<file path="config.mk">
export PLATFORM = sky130hd
export DESIGN_NAME = bcd_digit_accumulator_flat
export DESIGN_NICKNAME = d
export VERILOG_FILES = /design/src/rtl/bcd_digit_accumulator_if.sv /design/src/rtl/bcd_digit_accumulator.sv /design/src/flat_wrapper.sv
export SDC_FILE = /design/constraint.sdc
export NUM_CORES = 1
export LEC_CHECK = 0
export ABC_AREA = 0
export CAP_MARGIN = 20
export CORE_MARGIN = 2
export CORE_UTILIZATION = 30
export DETAILED_ROUTE_END_ITERATION = 16
export GPL_TIMING_DRIVEN = 0
export PLACE_DENSITY = 0.46
export SYNTH_ARGS = -nofsm -noshare
export SYNTH_HDL_FRONTEND = slang
export SYNTH_SLANG_ARGS = --single-unit
</file>
<file path="constraint.sdc">
create_clock -name clk -period 3 [get_ports clk]
set_input_delay 0.45 -clock clk [delete_from_list [all_inputs] [get_ports clk]]
set_output_delay 0.45 -clock clk [all_outputs]
set_load 0.02 [all_outputs]
</file>
<file path="src/rtl/bcd_digit_accumulator_if.sv">
// Handshake bundle for the BCD digit accumulator.
//   Upstream side  : in_valid / in_ready / in_digit / in_last  (one BCD digit per transfer)
//   Downstream side: out_valid / out_ready / out_binary / out_error / out_count
// The slave modport is the accumulator's view; master is the view of whoever
// feeds digits and consumes results.
interface bcd_digit_accumulator_if #(
  parameter int NUM_DIGITS = 4,
  parameter int BIN_W      = 14
);
  localparam int CNT_W = $clog2(NUM_DIGITS + 2);

  logic             in_valid;
  logic             in_ready;
  logic [3:0]       in_digit;
  logic             in_last;

  logic             out_valid;
  logic             out_ready;
  logic [BIN_W-1:0] out_binary;
  logic             out_error;
  logic [CNT_W-1:0] out_count;

  modport slave (
    input  in_valid, in_digit, in_last, out_ready,
    output in_ready, out_valid, out_binary, out_error, out_count
  );

  modport master (
    output in_valid, in_digit, in_last, out_ready,
    input  in_ready, out_valid, out_binary, out_error, out_count
  );
endinterface

</file>
<file path="src/rtl/bcd_digit_accumulator.sv">
// BCD digit accumulator.
// Takes a serial stream of BCD digits (MSD first) and folds each frame into an
// unsigned binary word: acc = acc*10 + digit. The frame ends on in_last; the
// result, an error flag (bad digit or too many digits) and the saturating digit
// count are then presented on a valid/ready output and held until taken.
//
// Ports:
//   clk  - rising-edge clock
//   rst  - synchronous, active-high reset; drops any partial frame or pending result
//   bus  - bcd_digit_accumulator_if.slave (digit input and result output handshakes)
//
// Two states: ACCUM accepts digits (in_ready=1), HOLD presents a result
// (out_valid=1). The input is blocked in HOLD, so one frame costs at least
// digits+1 cycles.
module bcd_digit_accumulator #(
  parameter int NUM_DIGITS = 4,
  parameter int BIN_W      = 14
) (
  input  logic clk,
  input  logic rst,
  bcd_digit_accumulator_if.slave bus
);
  localparam int CNT_W = $clog2(NUM_DIGITS + 2);
  localparam logic [CNT_W-1:0] CNT_LIM = CNT_W'(NUM_DIGITS);
  localparam logic [CNT_W-1:0] CNT_SAT = CNT_W'(NUM_DIGITS + 1);

  typedef enum logic {ACCUM, HOLD} state_e;

  state_e           state_q, state_d;
  logic [BIN_W-1:0] acc_q, acc_d;
  logic [CNT_W-1:0] cnt_q, cnt_d;
  logic             err_q, err_d;

  // Registered outputs
  logic             in_ready_q, in_ready_d;
  logic             out_valid_q, out_valid_d;
  logic [BIN_W-1:0] out_binary_q, out_binary_d;
  logic             out_error_q, out_error_d;
  logic [CNT_W-1:0] out_count_q, out_count_d;

  // Effect of the digit currently on the input
  logic             in_fire, out_fire;
  logic             digit_ok, room;
  logic [BIN_W-1:0] acc_step, acc_nx;
  logic [CNT_W-1:0] cnt_nx;
  logic             err_nx;

  assign in_fire  = bus.in_valid & in_ready_q;
  assign out_fire = out_valid_q & bus.out_ready;

  assign digit_ok = (bus.in_digit <= 4'd9);
  assign room     = (cnt_q < CNT_LIM);

  // acc*10 as shift-add; truncation to BIN_W cannot lose bits for a legal
  // frame because BIN_W is sized to hold 10^NUM_DIGITS-1.
  assign acc_step = (acc_q << 3) + (acc_q << 1) + BIN_W'(bus.in_digit);

  always_comb begin
    acc_nx = acc_q;
    if (digit_ok && room) acc_nx = acc_step;
    // Error is sticky across the frame
    err_nx = err_q | ~digit_ok | ~room;
    cnt_nx = (cnt_q == CNT_SAT) ? cnt_q : cnt_q + CNT_W'(1);
  end

  always_comb begin
    state_d      = state_q;
    acc_d        = acc_q;
    cnt_d        = cnt_q;
    err_d        = err_q;
    in_ready_d   = in_ready_q;
    out_valid_d  = out_valid_q;
    out_binary_d = out_binary_q;
    out_error_d  = out_error_q;
    out_count_d  = out_count_q;

    case (state_q)
      ACCUM: begin
        if (in_fire) begin
          if (bus.in_last) begin
            // Latch the result including this digit, and restart the
            // accumulator so the next frame starts clean after HOLD.
            out_binary_d = err_nx ? '0 : acc_nx;
            out_error_d  = err_nx;
            out_count_d  = cnt_nx;
            acc_d        = '0;
            cnt_d        = '0;
            err_d        = 1'b0;
            in_ready_d   = 1'b0;
            out_valid_d  = 1'b1;
            state_d      = HOLD;
          end else begin
            acc_d = acc_nx;
            cnt_d = cnt_nx;
            err_d = err_nx;
          end
        end
      end
      HOLD: begin
        // Output fields keep their values after the transfer; only the
        // handshake flags change.
        if (out_fire) begin
          in_ready_d  = 1'b1;
          out_valid_d = 1'b0;
          state_d     = ACCUM;
        end
      end
      default: begin
        state_d     = ACCUM;
        in_ready_d  = 1'b1;
        out_valid_d = 1'b0;
      end
    endcase
  end

  always_ff @(posedge clk) begin
    if (rst) begin
      state_q      <= ACCUM;
      acc_q        <= '0;
      cnt_q        <= '0;
      err_q        <= 1'b0;
      in_ready_q   <= 1'b1;
      out_valid_q  <= 1'b0;
      out_binary_q <= '0;
      out_error_q  <= 1'b0;
      out_count_q  <= '0;
    end else begin
      state_q      <= state_d;
      acc_q        <= acc_d;
      cnt_q        <= cnt_d;
      err_q        <= err_d;
      in_ready_q   <= in_ready_d;
      out_valid_q  <= out_valid_d;
      out_binary_q <= out_binary_d;
      out_error_q  <= out_error_d;
      out_count_q  <= out_count_d;
    end
  end

  assign bus.in_ready   = in_ready_q;
  assign bus.out_valid  = out_valid_q;
  assign bus.out_binary = out_binary_q;
  assign bus.out_error  = out_error_q;
  assign bus.out_count  = out_count_q;

endmodule
</file>
<file path="src/flat_wrapper.sv">
// flat-port wrapper written by rule: the top's interface ports become plain ports
module bcd_digit_accumulator_flat 
#(
  parameter int NUM_DIGITS = 4,
  parameter int BIN_W      = 14
)
  (clk, rst, bus_in_valid, bus_in_digit, bus_in_last, bus_out_ready, bus_in_ready, bus_out_valid, bus_out_binary, bus_out_error, bus_out_count);
  bcd_digit_accumulator_if #(.NUM_DIGITS(NUM_DIGITS), .BIN_W(BIN_W)) bus_i ();
  input  logic clk;
  input  logic rst;
  input wire logic [$bits(bus_i.in_valid)-1:0] bus_in_valid;
  input wire logic [$bits(bus_i.in_digit)-1:0] bus_in_digit;
  input wire logic [$bits(bus_i.in_last)-1:0] bus_in_last;
  input wire logic [$bits(bus_i.out_ready)-1:0] bus_out_ready;
  output wire logic [$bits(bus_i.in_ready)-1:0] bus_in_ready;
  output wire logic [$bits(bus_i.out_valid)-1:0] bus_out_valid;
  output wire logic [$bits(bus_i.out_binary)-1:0] bus_out_binary;
  output wire logic [$bits(bus_i.out_error)-1:0] bus_out_error;
  output wire logic [$bits(bus_i.out_count)-1:0] bus_out_count;
  assign bus_i.in_valid = bus_in_valid;
  assign bus_i.in_digit = bus_in_digit;
  assign bus_i.in_last = bus_in_last;
  assign bus_i.out_ready = bus_out_ready;
  assign bus_in_ready = bus_i.in_ready;
  assign bus_out_valid = bus_i.out_valid;
  assign bus_out_binary = bus_i.out_binary;
  assign bus_out_error = bus_i.out_error;
  assign bus_out_count = bus_i.out_count;
  bcd_digit_accumulator #(.NUM_DIGITS(NUM_DIGITS), .BIN_W(BIN_W)) u_core (.clk(clk), .rst(rst), .bus(bus_i));
endmodule
</file>
---- Yosys cells after proc, flatten, opt, wreduce, memory -nomap -nowiden ----
Index checks and enable logic that the tools add are counted.
cells by class
  add/subtract/negate cells ............... 3
  bitwise gates (word level) .............. 7
  reduce and logical (&&, ||, !) cells .... 4
  equal/unequal tests ..................... 4
  magnitude comparators ................... 2
  mux-type cells .......................... 18
operators by type and width
  kind                   count
  $mux W14               3
  $add A14 B14 Y14       1
  $add A14 B4 Y14        1
  $mux W1                10
  $mux W3                2
  $pmux W1 S2            3
  $reduce_and A3 Y1      2
  $le A4 B4 Y1 const B   1
  $ne A2 B2 Y1 const B   2
  $add A3 B1 Y3 const B  1
  $eq A3 B3 Y1 const B   1
  $lt A3 B3 Y1 const B   1
  $not A1 Y1             3
  $and A1 B1 Y1          2
  $ne A2 B1 Y1 const B   1
  $or A1 B1 Y1           2
  $reduce_and A2 Y1      1
  $logic_and A1 B1 Y1    1
storage, ports and cells
  output and inout port bits .............. 20
  bits in registers ....................... 39
  word-level logic and storage cells ...... 47
  bits of input ports ..................... 9

---- Depth between registers and ports, before layout ----
  depth after elaboration ................. 5
  gate-level depth with buffers ........... 10

---- Worst setup path after synthesis ----
Ideal clock, no wire load.
  kind .................................... in2reg
  start ................................... input port bus_in_digit[3]
  end ..................................... register u_core.out_binary_q[13], in the netlist u_core.bus.out_binary[13]
  cell stages on the path ................. 10
  data required time ...................... 2883 ps
  setup slack ............................. 538 ps
  buffers on the path ..................... 0
  arrival ................................. 2346 ps
  setup time .............................. 117 ps
  cells stage by stage .................... inv_1 -> fa_1 -> inv_1 -> ha_1 -> a21oi_1 -> nor2b_1 -> a31oi_4 -> o311ai_2 -> xnor2_1 -> a22o_1
between the ends
  longest elaborated chain between the ends .. 5
  elaborated cells between the ends (all ways) .. 8
  those cells by class .................... add/sub (1); order compare (1); mux (2); bitwise (3); reduce/logical (1)
RTL lines
  item                                                     RTL line                      RTL
  start: declaration                                       flat_wrapper.sv:12            input wire logic [$bits(bus_i.in_digit)-1:0] bus_in_digit;
  branches (longest 4 deep; another with $add A14 B4 Y14)  --
  $mux W14 *                                               bcd_digit_accumulator.sv:83   out_binary_d = err_nx ? '0 : acc_nx;
  end signal: assignment                                   bcd_digit_accumulator.sv:134  out_binary_q <= out_binary_d;
  end: declaration                                         bcd_digit_accumulator.sv:37   logic [BIN_W-1:0] out_binary_q, out_binary_d;
Mark *: on every way between the ends.
A chain may end at the register's enable or synchronous reset.

---- Worst setup path in the final report ----
  start ................................... input port bus_in_digit[3]
  end ..................................... register u_core.out_binary_q[10], in the netlist u_core.bus.out_binary[10]
The elaborated chain is that of the path after synthesis.

==> results.cfg <==
[clocking]
cts_setup_buffers = 0
cts_buffers = 5
hold_buffers = 0
clock-sinks = 38
clk_latency_ps = 280
max-clock-path-buffers = 2
h-tree-depth = 2
cts_root_buffer = clkbuf_8
cts_repair_resize_count = 0
clk_pin_slew_worst_paths_ps = 70
cts_tree = built

[sta]
hold_violations = 0
layout_worst_path_cycle_share_pct = 94.44
slew_viol_final = 0
final.min_clock_period_ps = 2833
worst_pin_slew_ps = 742.8
fmax_mhz = 352.9
relSlewSlack_pct = 50.10
fin_worst_skew_ps = 5.879
rsz0062_at_grt = false
setup_viol_count_final = 0
setup_ws_ps = 166.7

[die]
io_pins = 29
fp.dieH_um = 87.31
dieWidth_um = 87.31
initial_core_util_pct = 30.81
core_um2 = 6756
rows = 30
dieArea_um2 = 7622

[final_layout]
fin_cells = 341
diodes = 0
drive_gt1_share_pct = 7.663
syn2layout_area_growth_pct = 22.78
nets = 296

[setup_path]
r2r_end = u_core.bus.out_binary[10]
setup.worst_path.class = input port to register
required_ps = 3180
arrival_ps = 3010
crit_path_end = u_core.bus.out_binary[10]
crit_start = bus_in_digit[3]
cp_max_fo = 3
start_kind = input port
r2r-start = u_core.acc_q[0]
worst_setup_path_end_kind = register
rrSetupSlack_ps = 430
reg2regPathDepth = 9

[placed_design]
portBuffers = 28
dp_slack_ps = -209.0
place.gp.congestion = 0.7418
hpwlAfterDp_um = 3675
dp_cells = 334

[logic_synthesis]
synth_cell_types = 41
synth-edff-count = 0
dominantRegCellSynth = dfxtp_1
synth_area_um2 = 2082
synth_area_per_cell_um2 = 9.212
ys_seq_area_share_pct = 36.54
syn_nets = 261
synth_top_area_share_pct = 36.54
synth-seq-cells = 38
yosys-top-cells-count = 38 x dfxtp_1, 24 x ha_1, 23 x nor2_1
yosys.area.top_type = dfxtp_1
synth_cells = 226
yosysMostFrequentCell = dfxtp_1
yosysWarnings = 0
yosys-top-cells-area = dfxtp_1 37%, ha_1 14%, a22o_1 6.7%
synth-async-reset-ratio_pct = 0

[global_route]
grt_overflow_total = 0
antenna_found_initial = 0
grt_usage_pct = 13.53
grt_start_max_net_pins = 11
first_global_vias = 1579
grt_pass1_wl_um = 8010

[drt]
wire_per_inst_um = 13.96
num_vias = 1723
ant_nets = 0
wl_um = 4762
dr.pass1.iters = 4
vias_per_cell = 5.053
first_iter_violations = 57
drc = 0

[power_and_ir_drop]
ir_drop_mv = 0.1611
cellPowerDensity_nw_per_um2 = 386.8
cellLeakagePower_nw = 1.049

[job]
maxCapViolCount = 0

[worst_hold_path]
holdPathStages = 2
min_path_type = register to register

[run_status]
status = finished clean
==> state kept, by name, indices dropped and copies added, names as in the netlist <==
signal                 flops
u_core.bus.in_ready        1
u_core.bus.out_valid       1
u_core.cnt_q               3
u_core.acc_q              13
u_core.err_q               1
u_core.bus.out_count       3
u_core.bus.out_binary     14
u_core.bus.out_error       1
u_core.state_q             1
==> layout make-up <==
cell class | instances | area, um2
fillers | 702 | 4200
multi-input cells | 171 | 1272
flip-flops and latches | 38 | 760.7
repair buffers | 28 | 280.3
well taps | 80 | 100.1
clock buffers | 7 | 76.32
inverters | 10 | 37.54
plain buffers | 7 | 28.78
==> how the worst min path moves through the flow <==
stage / end / from
floorplan: u_core.acc_q[5] / u_core.acc_q[5]
global placement: u_core.bus.out_binary[3] / u_core.bus.out_binary[3]
detailed placement: u_core.bus.out_binary[6] / u_core.bus.out_binary[6]
CTS: u_core.bus.out_binary[3] / u_core.bus.out_binary[3]
global route: u_core.bus.out_count[1] / u_core.bus.out_count[1]
finish: u_core.bus.out_binary[3] / u_core.bus.out_binary[3]
==> cell families after synthesis <==
logic type	synth area share (%)
compound gates	22.48
xor+xnor	5.469
fa+ha+maj	16.35
buf+inv	3.184
flops	36.54
simple gates	15.99
==> layer usage <==
layer / vias to the layer above / wire (um) / track usage, %
li1: 881 / - / -
met1: 808 / 2512 / 20.46
met2: 30 / 2067 / 19.35
met3: 4 / 154 / 3.128
met4: 0 / 28 / 2.937
met5: - / 0 / 0
==> per-stage QoR <==
step,setup TNS (ps),instance area (um2),utilization (%),hold WS (ps),power (W)
after global placement,-1116,2462,36.44,459.0,0.0006746
after global routing,0,2556,37.83,515.6,0.001040
final,0,2556,37.83,474.1,0.0009888
after CTS,0,2539,37.57,476.0,0.001001
after detailed placement,-1248,2462,36.44,451.7,0.0006741
after floorplan,0,2082,-,446.9,0.0006205
==> cell usage in the layout (no fill, tap or decap), drive strengths merged, types with 3 or more instances in the layout <==
cell            n
nand2          20
o21ai          13
nor2           23
nor3            4
buf             3
clkbuf         11
a21oi          19
a22o           16
ha             24
clkdlybuf4s50  28
dfxtp          38
inv            10
xor2            5
nor2b           6
a31oi           3
xnor2           8
a22oi           5
==> power breakdown <==
group	total, W	internal [W]	switching [W]	leakage (nW)
Clock	0.000326	0.000160	0.000166	0.0383
Sequential	0.000530	0.000517	0.0000133	0.308
Combinational	0.000133	0.0000554	0.0000773	0.703
==> critical path: stages <==
cell and delay (ps):
clkdlybuf4s50_1 470, inv_1 60, fa_1 530, fa_2 430, nor2b_2 170, o2111ai_2 160, a31oi_1 260, a21oi_1 110
xnor2_1 160, a22o_1 200
Power figures use the tool's default switching activity.
